--- config.mk ---
export PLATFORM = sky130hd
export DESIGN_NAME = apb_pmu_seq_flat
export DESIGN_NICKNAME = d
export VERILOG_FILES = /design/src/rtl/apb_pmu_seq_if.sv /design/src/rtl/apb_pmu_seq.sv /design/src/flat_wrapper.sv
export SDC_FILE = /design/constraint.sdc
export NUM_CORES = 1
export LEC_CHECK = 0
export BUFFER_PORTS_ARGS = -buffer_cell sky130_fd_sc_hd__buf_2
export CORE_MARGIN = 1.5
export CORE_UTILIZATION = 35
export CTS_BUF_LIST = sky130_fd_sc_hd__clkbuf_2
export DETAILED_ROUTE_END_ITERATION = 8
export PLACE_DENSITY = 0.65
export SLEW_MARGIN = 15
export SYNTH_ARGS = -nofsm -noshare
export SYNTH_HDL_FRONTEND = slang
export SYNTH_SLANG_ARGS = --single-unit
export TNS_END_PERCENT = 20
--- constraint.sdc ---
create_clock -name pclk -period 4.1 [get_ports pclk]
set_clock_uncertainty 0.05 [all_clocks]
set_input_delay 0.615 -clock pclk [delete_from_list [all_inputs] [get_ports pclk]]
set_output_delay 0.615 -clock pclk [all_outputs]
set_load 0.02 [all_outputs]
--- src/rtl/apb_pmu_seq_if.sv ---
// apb_pmu_seq_if: APB bus bundle (psel/penable/pwrite/paddr/pwdata toward the slave, prdata back) with master/slave modports
interface apb_pmu_seq_if #(
  parameter int A_WIDTH = 32,
  parameter int D_WIDTH = 32
);
  logic psel, penable, pwrite;
  logic [A_WIDTH-1:0] paddr;
  logic [D_WIDTH-1:0] pwdata, prdata;
  modport master(output psel, penable, pwrite, paddr, pwdata, input prdata);
  modport slave(input psel, penable, pwrite, paddr, pwdata, output prdata);
endinterface

--- src/rtl/apb_pmu_seq.sv ---
// apb_pmu_seq: APB-programmed reset-release sequencer; ports pclk, presetn (async low), apb (slave bus), sys_rst_n (per-domain active-low resets)
module apb_pmu_seq #(
  parameter int A_WIDTH = 32,
  parameter int D_WIDTH = 32,
  parameter int N_DOM = 4,
  parameter int DLY_W = 8,
  parameter int unsigned BOOT_MASK = 1,
  parameter int unsigned DLY_RST = 15
)(
  input  logic             pclk,
  input  logic             presetn,
  apb_pmu_seq_if.slave     apb,
  output logic [N_DOM-1:0] sys_rst_n
);
  localparam logic [1:0] S_IDLE = 2'd0, S_WAIT = 2'd1, S_REL = 2'd2;
  logic [1:0] st, st_nxt;
  logic [N_DOM-1:0] ctrl, pending, rel;
  logic [DLY_W-1:0] dly, cnt, cnt_nxt;
  logic [D_WIDTH-1:0] rdata;
  logic [7:0] addr;
  logic wr, rd, more;
  logic [A_WIDTH+D_WIDTH-1:0] unused_bus;
  assign unused_bus = {apb.paddr, apb.pwdata};
  assign addr = apb.paddr[7:0];
  assign wr = apb.psel & apb.penable & apb.pwrite;
  assign rd = apb.psel & ~apb.penable & ~apb.pwrite;
  assign pending = ctrl & ~sys_rst_n;
  // rel isolates the lowest pending bit; more says another domain still waits after it
  always_comb begin
    rel = st == S_REL ? pending & (~pending + N_DOM'(1)) : '0;
    more = |(pending & ~rel);
    st_nxt = st == S_IDLE ? (|pending ? S_WAIT : S_IDLE)
           : st == S_WAIT ? (cnt == '0 ? S_REL : S_WAIT)
           : more ? S_WAIT : S_IDLE;
    cnt_nxt = (st == S_IDLE && |pending) || (st == S_REL && more) ? dly
            : st == S_WAIT && cnt != '0 ? cnt - DLY_W'(1) : cnt;
    rdata = addr == 8'h00 ? D_WIDTH'(ctrl)
          : addr == 8'h04 ? D_WIDTH'(dly)
          : addr == 8'h08 ? D_WIDTH'({st != S_IDLE, 31'(sys_rst_n)}) : '0;
  end
  always_ff @(posedge pclk or negedge presetn)
    if (!presetn) begin
      ctrl <= N_DOM'(BOOT_MASK);
      dly <= DLY_W'(DLY_RST);
      st <= S_IDLE;
      cnt <= '0;
      sys_rst_n <= '0;
      apb.prdata <= '0;
    end else begin
      if (wr && addr == 8'h00) ctrl <= apb.pwdata[N_DOM-1:0];
      if (wr && addr == 8'h04) dly <= apb.pwdata[DLY_W-1:0];
      if (rd) apb.prdata <= rdata;
      // clearing wins: release is derived from the current CTRL, so a dropped bit never comes back
      sys_rst_n <= (sys_rst_n & ctrl) | rel;
      st <= st_nxt;
      cnt <= cnt_nxt;
    end
endmodule

--- src/flat_wrapper.sv ---
// flat-port wrapper written by rule: the top's interface ports become plain ports
module apb_pmu_seq_flat 
#(
  parameter int A_WIDTH = 32,
  parameter int D_WIDTH = 32,
  parameter int N_DOM = 4,
  parameter int DLY_W = 8,
  parameter int unsigned BOOT_MASK = 1,
  parameter int unsigned DLY_RST = 15
)
  (pclk, presetn, sys_rst_n, apb_psel, apb_penable, apb_pwrite, apb_paddr, apb_pwdata, apb_prdata);
  apb_pmu_seq_if #(.A_WIDTH(A_WIDTH), .D_WIDTH(D_WIDTH)) apb_i ();
  input  logic pclk;
  input  logic presetn;
  output logic [N_DOM-1:0] sys_rst_n;
  input wire logic [$bits(apb_i.psel)-1:0] apb_psel;
  input wire logic [$bits(apb_i.penable)-1:0] apb_penable;
  input wire logic [$bits(apb_i.pwrite)-1:0] apb_pwrite;
  input wire logic [$bits(apb_i.paddr)-1:0] apb_paddr;
  input wire logic [$bits(apb_i.pwdata)-1:0] apb_pwdata;
  output wire logic [$bits(apb_i.prdata)-1:0] apb_prdata;
  assign apb_i.psel = apb_psel;
  assign apb_i.penable = apb_penable;
  assign apb_i.pwrite = apb_pwrite;
  assign apb_i.paddr = apb_paddr;
  assign apb_i.pwdata = apb_pwdata;
  assign apb_prdata = apb_i.prdata;
  apb_pmu_seq #(.A_WIDTH(A_WIDTH), .D_WIDTH(D_WIDTH), .N_DOM(N_DOM), .DLY_W(DLY_W), .BOOT_MASK(BOOT_MASK), .DLY_RST(DLY_RST)) u_core (.pclk(pclk), .presetn(presetn), .apb(apb_i), .sys_rst_n(sys_rst_n));
endmodule
# --- After elaboration in Yosys (flattened, before gate mapping) ---
# Index checks and enable logic that the tools add are counted.
classes:
  addsub: 2
  n_eq_ne: 4
  n_mux: 11
  bitwise_logic: 14
  n_reduce_logical: 14
op_table:
  columns: ["op", "count"]
  rows:
  - ["$mux W32", 3]
  - ["$and A4 B4 Y4", 4]
  - ["$logic_not A8 Y1", 2]
  - ["$mux W8", 2]
  - ["$not A4 Y4", 3]
  - ["$eq A8 B3 Y1 const B", 1]
  - ["$eq A8 B4 Y1 const B", 1]
  - ["$reduce_bool A8 Y1", 1]
  - ["$reduce_or A4 Y1", 2]
  - ["$sub A8 B1 Y8 const B", 1]
  - ["$mux W2", 3]
  - ["$logic_and A1 B1 Y1", 5]
  - ["$add A4 B1 Y4 const B", 1]
  - ["$and A1 B1 Y1", 4]
  - ["$mux W4", 1]
  - ["$or A4 B4 Y4", 1]
  - ["$reduce_bool A2 Y1", 2]
  - ["$eq A2 B1 Y1 const B", 1]
  - ["$eq A2 B2 Y1 const B", 1]
  - ["$logic_not A2 Y1", 1]
  - ["$mux W1", 2]
  - ["$not A1 Y1", 2]
  - ["$logic_or A1 B1 Y1", 1]
totals:
  ff_bits: 58
  elab_cells: 51

# --- Longest topological paths before layout ---
depth:
  ltp_word: 12
  depth_mapped: 7

# --- Worst setup path after synthesis ---
# OpenSTA, ideal clock, no wires.
synth_path:
  path_kind: "input -> register"
  startpoint: "in apb_paddr[2]"
  endpoint: "reg u_core.dly[4]"
  setup_ns: 0.128
  arrival_ns: 1.712
  t_required_ns: 3.922
  slack_ns: 2.210
  path_stages: 4
  path_buffers: 1
  cell_sequence: "clkbuf_1 nand4b_1 nor2_4 mux2_1"
synth_via:
  elab_chain_len: 2
synth_lines:
  columns: ["item", "line", "source"]
  rows:
  - ["start: declaration", "flat_wrapper.sv:19", "input wire logic [$bits(apb_i.paddr)-1:0] apb_paddr;"]
  - ["$eq A8 B3 Y1", "apb_pmu_seq.sv:51", "if (wr && addr == 8'h04) dly <= apb.pwdata[DLY_W-1:0];"]
  - ["$logic_and A1 B1 Y1", "apb_pmu_seq.sv:51", null]
  - ["end signal: assignment", "apb_pmu_seq.sv:44", "dly <= DLY_W'(DLY_RST);"]
  - ["end signal: assignment", "apb_pmu_seq.sv:51", null]
  - ["end: declaration", "apb_pmu_seq.sv:18", "logic [DLY_W-1:0] dly, cnt, cnt_nxt;"]
# Every way passes these cells.
# A chain may end at the register's enable or synchronous reset.

# --- Worst setup path after layout ---
layout_path:
  startpoint: "reg u_core.ctrl[0]"
  endpoint: "reg u_core.cnt[5]"
layout_via:
  elab_chain_len: 11
layout_lines:
  columns: ["item", "line", "source"]
  rows:
  - ["start: declaration", "apb_pmu_seq.sv:17", "logic [N_DOM-1:0] ctrl, pending, rel;"]
  - ["start signal: assignment", "apb_pmu_seq.sv:43", "ctrl <= N_DOM'(BOOT_MASK);"]
  - ["start signal: assignment", "apb_pmu_seq.sv:50", "if (wr && addr == 8'h00) ctrl <= apb.pwdata[N_DOM-1:0];"]
  - ["$and A4 B4 Y4 (*)", "apb_pmu_seq.sv:27", "assign pending = ctrl & ~sys_rst_n;"]
  - ["$not A4 Y4", "apb_pmu_seq.sv:30", "rel = st == S_REL ? pending & (~pending + N_DOM'(1)) : '0;"]
  - ["$add A4 B1 Y4", "apb_pmu_seq.sv:30", null]
  - ["$and A4 B4 Y4", "apb_pmu_seq.sv:30", null]
  - ["$mux W4", "apb_pmu_seq.sv:30", null]
  - ["$not A4 Y4", "apb_pmu_seq.sv:31", "more = |(pending & ~rel);"]
  - ["$and A4 B4 Y4", "apb_pmu_seq.sv:31", null]
  - ["$reduce_or A4 Y1", "apb_pmu_seq.sv:31", null]
  - ["$logic_and A1 B1 Y1", "apb_pmu_seq.sv:35", "cnt_nxt = (st == S_IDLE && |pending) || (st == S_REL && more) ? dly"]
  - ["$logic_or A1 B1 Y1 (*)", "apb_pmu_seq.sv:35", null]
  - ["$mux W8 or $reduce_bool A2 Y1 (tied branches)", null, null]
  - ["end signal: assignment", "apb_pmu_seq.sv:56", "cnt <= cnt_nxt;"]
  - ["end: declaration", "apb_pmu_seq.sv:18", null]
# Every way passes the cells marked *; elsewhere a longest branch is shown, timed or not.

==> run_results.csv <==
group,metric,value,unit
die,fp.dieW,77.97,um
finish,fin_util,39.30,%
clocking,cts_setup_buffers,0,
worst_setup_path,endpoint,"u_core.cnt[5]",
die,fp.dieH,77.97,um
finish,seq_area,882.1,um2
logic_synthesis,synth_top_flop_cell,"dfrtp_1",
die,start_util,35.94,%
global_route,grt_overflow_total,0,
drt,ant_nets,0,
global_route,grt_pass1_vias,1362,
drt,drc_errors,0,
logic_synthesis,yosysWarningCount,0,
drt,dr_wl_met3,281,um
global_route,grt_usage,13.48,%
worst_setup_path,arrival,2.36,ns
placed_design,routabilityCongestion,0.8361,
global_route,antenna_found_initial,0,
die,io-pin-count,105,
logic_synthesis,async_reset_ff_share,100.0,%
drt,wl_met2,1674,um
finish,layout.cells.non_filler,298,
finish,nets,295,
drt,first_pass_iters,4,
logic_synthesis,seq_area_frac_synth,44.85,%
power,irDropWorstVdd,111.8,uV
power,power_density,356.8,mW/mm2
sta,finalSetupViolations,0,
logic_synthesis,synth_cell_types,47,
placed_design,hpwl,2809,um
placed_design,dpl_worst_slack,1.971,ns
clocking,clockRootBuffer,"clkbuf_2",
logic_synthesis,avgSynthCellArea,10.35,um2
sta,tightest_slew,0.7701,ns
power,pwr-share-clk,20.3,%
power,p_comb_share,27.1,%
logic_synthesis,synthCells,190,
drt,vias,1438,
worst_setup_path,rr_worst_depth,5,
sta,drv_slew,0,
placed_design,port_buffers,33,
die,dieArea,0.006079,mm2
clocking,cts_tree,"done",
logic_synthesis,synth_edf_count,0,
logic_synthesis,synth_compound_area_share,14.19,%
placed_design,dp.cells,290,
clocking,cts_made_buffers,5,
drt,wl_met1,1697,um
worst_setup_path,crit_fanout,14,
clocking,htreeDepth,2,
clocking,cts_max_path_buffers,2,
finish,multi_input_area,955.9,um2
run,drv_cap,0,
power,switching_share,35.84,%
worst_setup_path,end_kind,"register",
clocking,insertion_delay,0.38,ns
min_path,hold_path.class,"input pin to asynchronous set/reset pin",
sta,hold_viol,0,
clocking,cts_resized,0,
finish,area_growth,9.351,%
logic_synthesis,synthMuxAreaShare,9.415,%
worst_setup_path,r2r_slack,1.99,ns
worst_setup_path,crit_path_start_kind,"register",
logic_synthesis,synth_seq_cells,35,
finish,diodes,0,
sta,holdWs,0.2293,ns
logic_synthesis,syn-cell-area,0.001967,mm2
drt,dr.max_layer_used,"met4",
sta,fmax,472.9,MHz
worst_setup_path,crit_required,4.35,ns
finish,n_fill_cell,556,
die,fp.coreArea,0.005473,mm2
power,switchingPower,275.0,uW
clocking,clk_transition_reported_paths,0.18,ns
logic_synthesis,yosys.area_share.simple,18.38,%
logic_synthesis,synth_top_family_by_area,"simple AND/OR/NAND/NOR gates",
power,seqPwrFrac,52.5,%
worst_setup_path,critPathLaunch,"u_core.ctrl[0]",
drt,wl,3707,um
drt,vias_per_cell,4.826,
die,num_rows,27,
logic_synthesis,synthXorXnorAreaFrac,0.4453,%
global_route,grt_start_max_net_pins,36,
drt,wl_per_cell,12.44,um
logic_synthesis,synthAdderAreaFrac,1.781,%
global_route,grt_pass1_wl,6375,um
clocking,cts_hold_buf,0,
sta,setup_slack,1.985,ns
sta,fin_setup_tns,0,ns
worst_setup_path,r2r-start,"u_core.ctrl[0]",
drt,drtIter0Drc,90,
worst_setup_path,critPathKind,"register to register",
power,p_leak,0.001043,uW
power,p_int,492.4,uW
sta,relSlewSlack,48.66,%
finish,final_layout_size_suffix_gt1_share,25.66,%
sta,period_minus_slack,2.115,ns
clocking,numClockSinks,35,
run_status,status,"completed",
sta,rsz0062_at_grt,"false",
sta,fin_crit_sh,51.58,%
worst_setup_path,r2r_end,"u_core.cnt[5]",
==> placed cells by master (no fill, tap or decap), types with 6 or more instances in the layout <==
| master | instances |
|---|---|
| dfrtp_1 | 30 |
| mux2_1 | 12 |
| nand2_1 | 17 |
| nor2_1 | 14 |
| buf_2 | 33 |
| a21oi_1 | 7 |
| clkbuf_2 | 6 |
| conb_1 | 23 |
==> layout make-up <==
class / count / area share (%)
multi-input cells: 145 / 44.44
inverters: 5 / 0.8726
clock inverters: 2 / 0.4072
flip-flops and latches: 35 / 41.01
well taps: 72 / 4.188
clock buffers: 6 / 1.396
repair buffers: 33 / 7.679
==> state kept, by name, summed over array words and instances, names as in the netlist <==
register,flops
u_core.ctrl,4
u_core.apb.prdata,9
u_core.cnt,8
u_core.dly,8
u_core.sys_rst_n,4
u_core.st,2
==> routing by layer <==
layer | GRT usage, % | vias to the layer above
li1 | - | 707
met1 | 16.54 | 675
met2 | 21.04 | 51
met3 | 5.059 | 5
met4 | 5.893 | 0
met5 | 0 | -
==> power by group through the flow <==
stage / Sequential (uW) / Clock [uW] / Combinational, uW
floorplan: 399 / 0 / 185
global placement: 409 / 0 / 204
detailed placement: 409 / 0 / 207
CTS: 403 / 165 / 209
global route: 409 / 187 / 237
finish: 403 / 156 / 208
==> cell usage after synthesis, types with 2 or more instances <==
cell type	instances	area share [%]
a21oi_1	7	1.8
a221o_1	4	2.0
a22o_1	4	1.8
a41o_1	2	1.0
buf_4	24	9.2
clkbuf_1	2	0.38
dfrtp_1	30	38
dfstp_2	5	6.7
inv_1	5	0.95
maj3_2	2	1.1
mux2_1	12	6.9
mux2i_1	5	2.5
nand2_1	17	3.2
nand2b_1	5	1.6
nand2b_4	2	1.4
nand3_1	4	1.0
nor2_1	14	2.7
nor2b_1	5	1.6
nor3_1	4	1.0
nor4_1	2	0.64
o21a_1	2	0.76
o21ai_0	5	1.3
o21ai_1	4	1.0
==> how the worst min path moves through the flow <==
stage	startpoint	to	slack (ns)	cells past startpoint
detailed placement	u_core.apb.prdata[31]	u_core.apb.prdata[31]	0.41	2
floorplan	presetn	u_core.apb.prdata[0]	0.27	0
finish	presetn	u_core.st[1]	0.23	1
CTS	presetn	u_core.st[0]	0.24	1
global route	presetn	u_core.sys_rst_n[2]	0.26	1
global placement	u_core.apb.prdata[31]	u_core.apb.prdata[31]	0.41	2
==> through the flow <==
stage / total power (uW) / cell area (um2)
6_report: 767.4 / 2151
5_1_grt: 832.6 / 2151
4_1_cts: 777.7 / 2151
3_5_place_dp: 616.7 / 2112
3_3_place_gp: 612.6 / 2112
2_1_floorplan: 583.4 / 2049
==> critical path, stage by stage (launching register included) <==
cell and delay, ns:
dfstp_2 0.59, nand2b_1 0.15, maj3_2 0.34, a21oi_2 0.51, a31oi_1 0.10, a221o_1 0.31
==> cells by family after synthesis <==
kind of cell             after synthesis
other                                  1
flip-flops                            35
adder cells (fa/ha/maj)                3
buffers and inverters                 32
AND/OR/NAND/NOR                       63
XOR/XNOR                               1
multiplexers                          17
AO/OA/AOI/OAI                         38
Note: power is estimated with default switching activity, not from simulation.
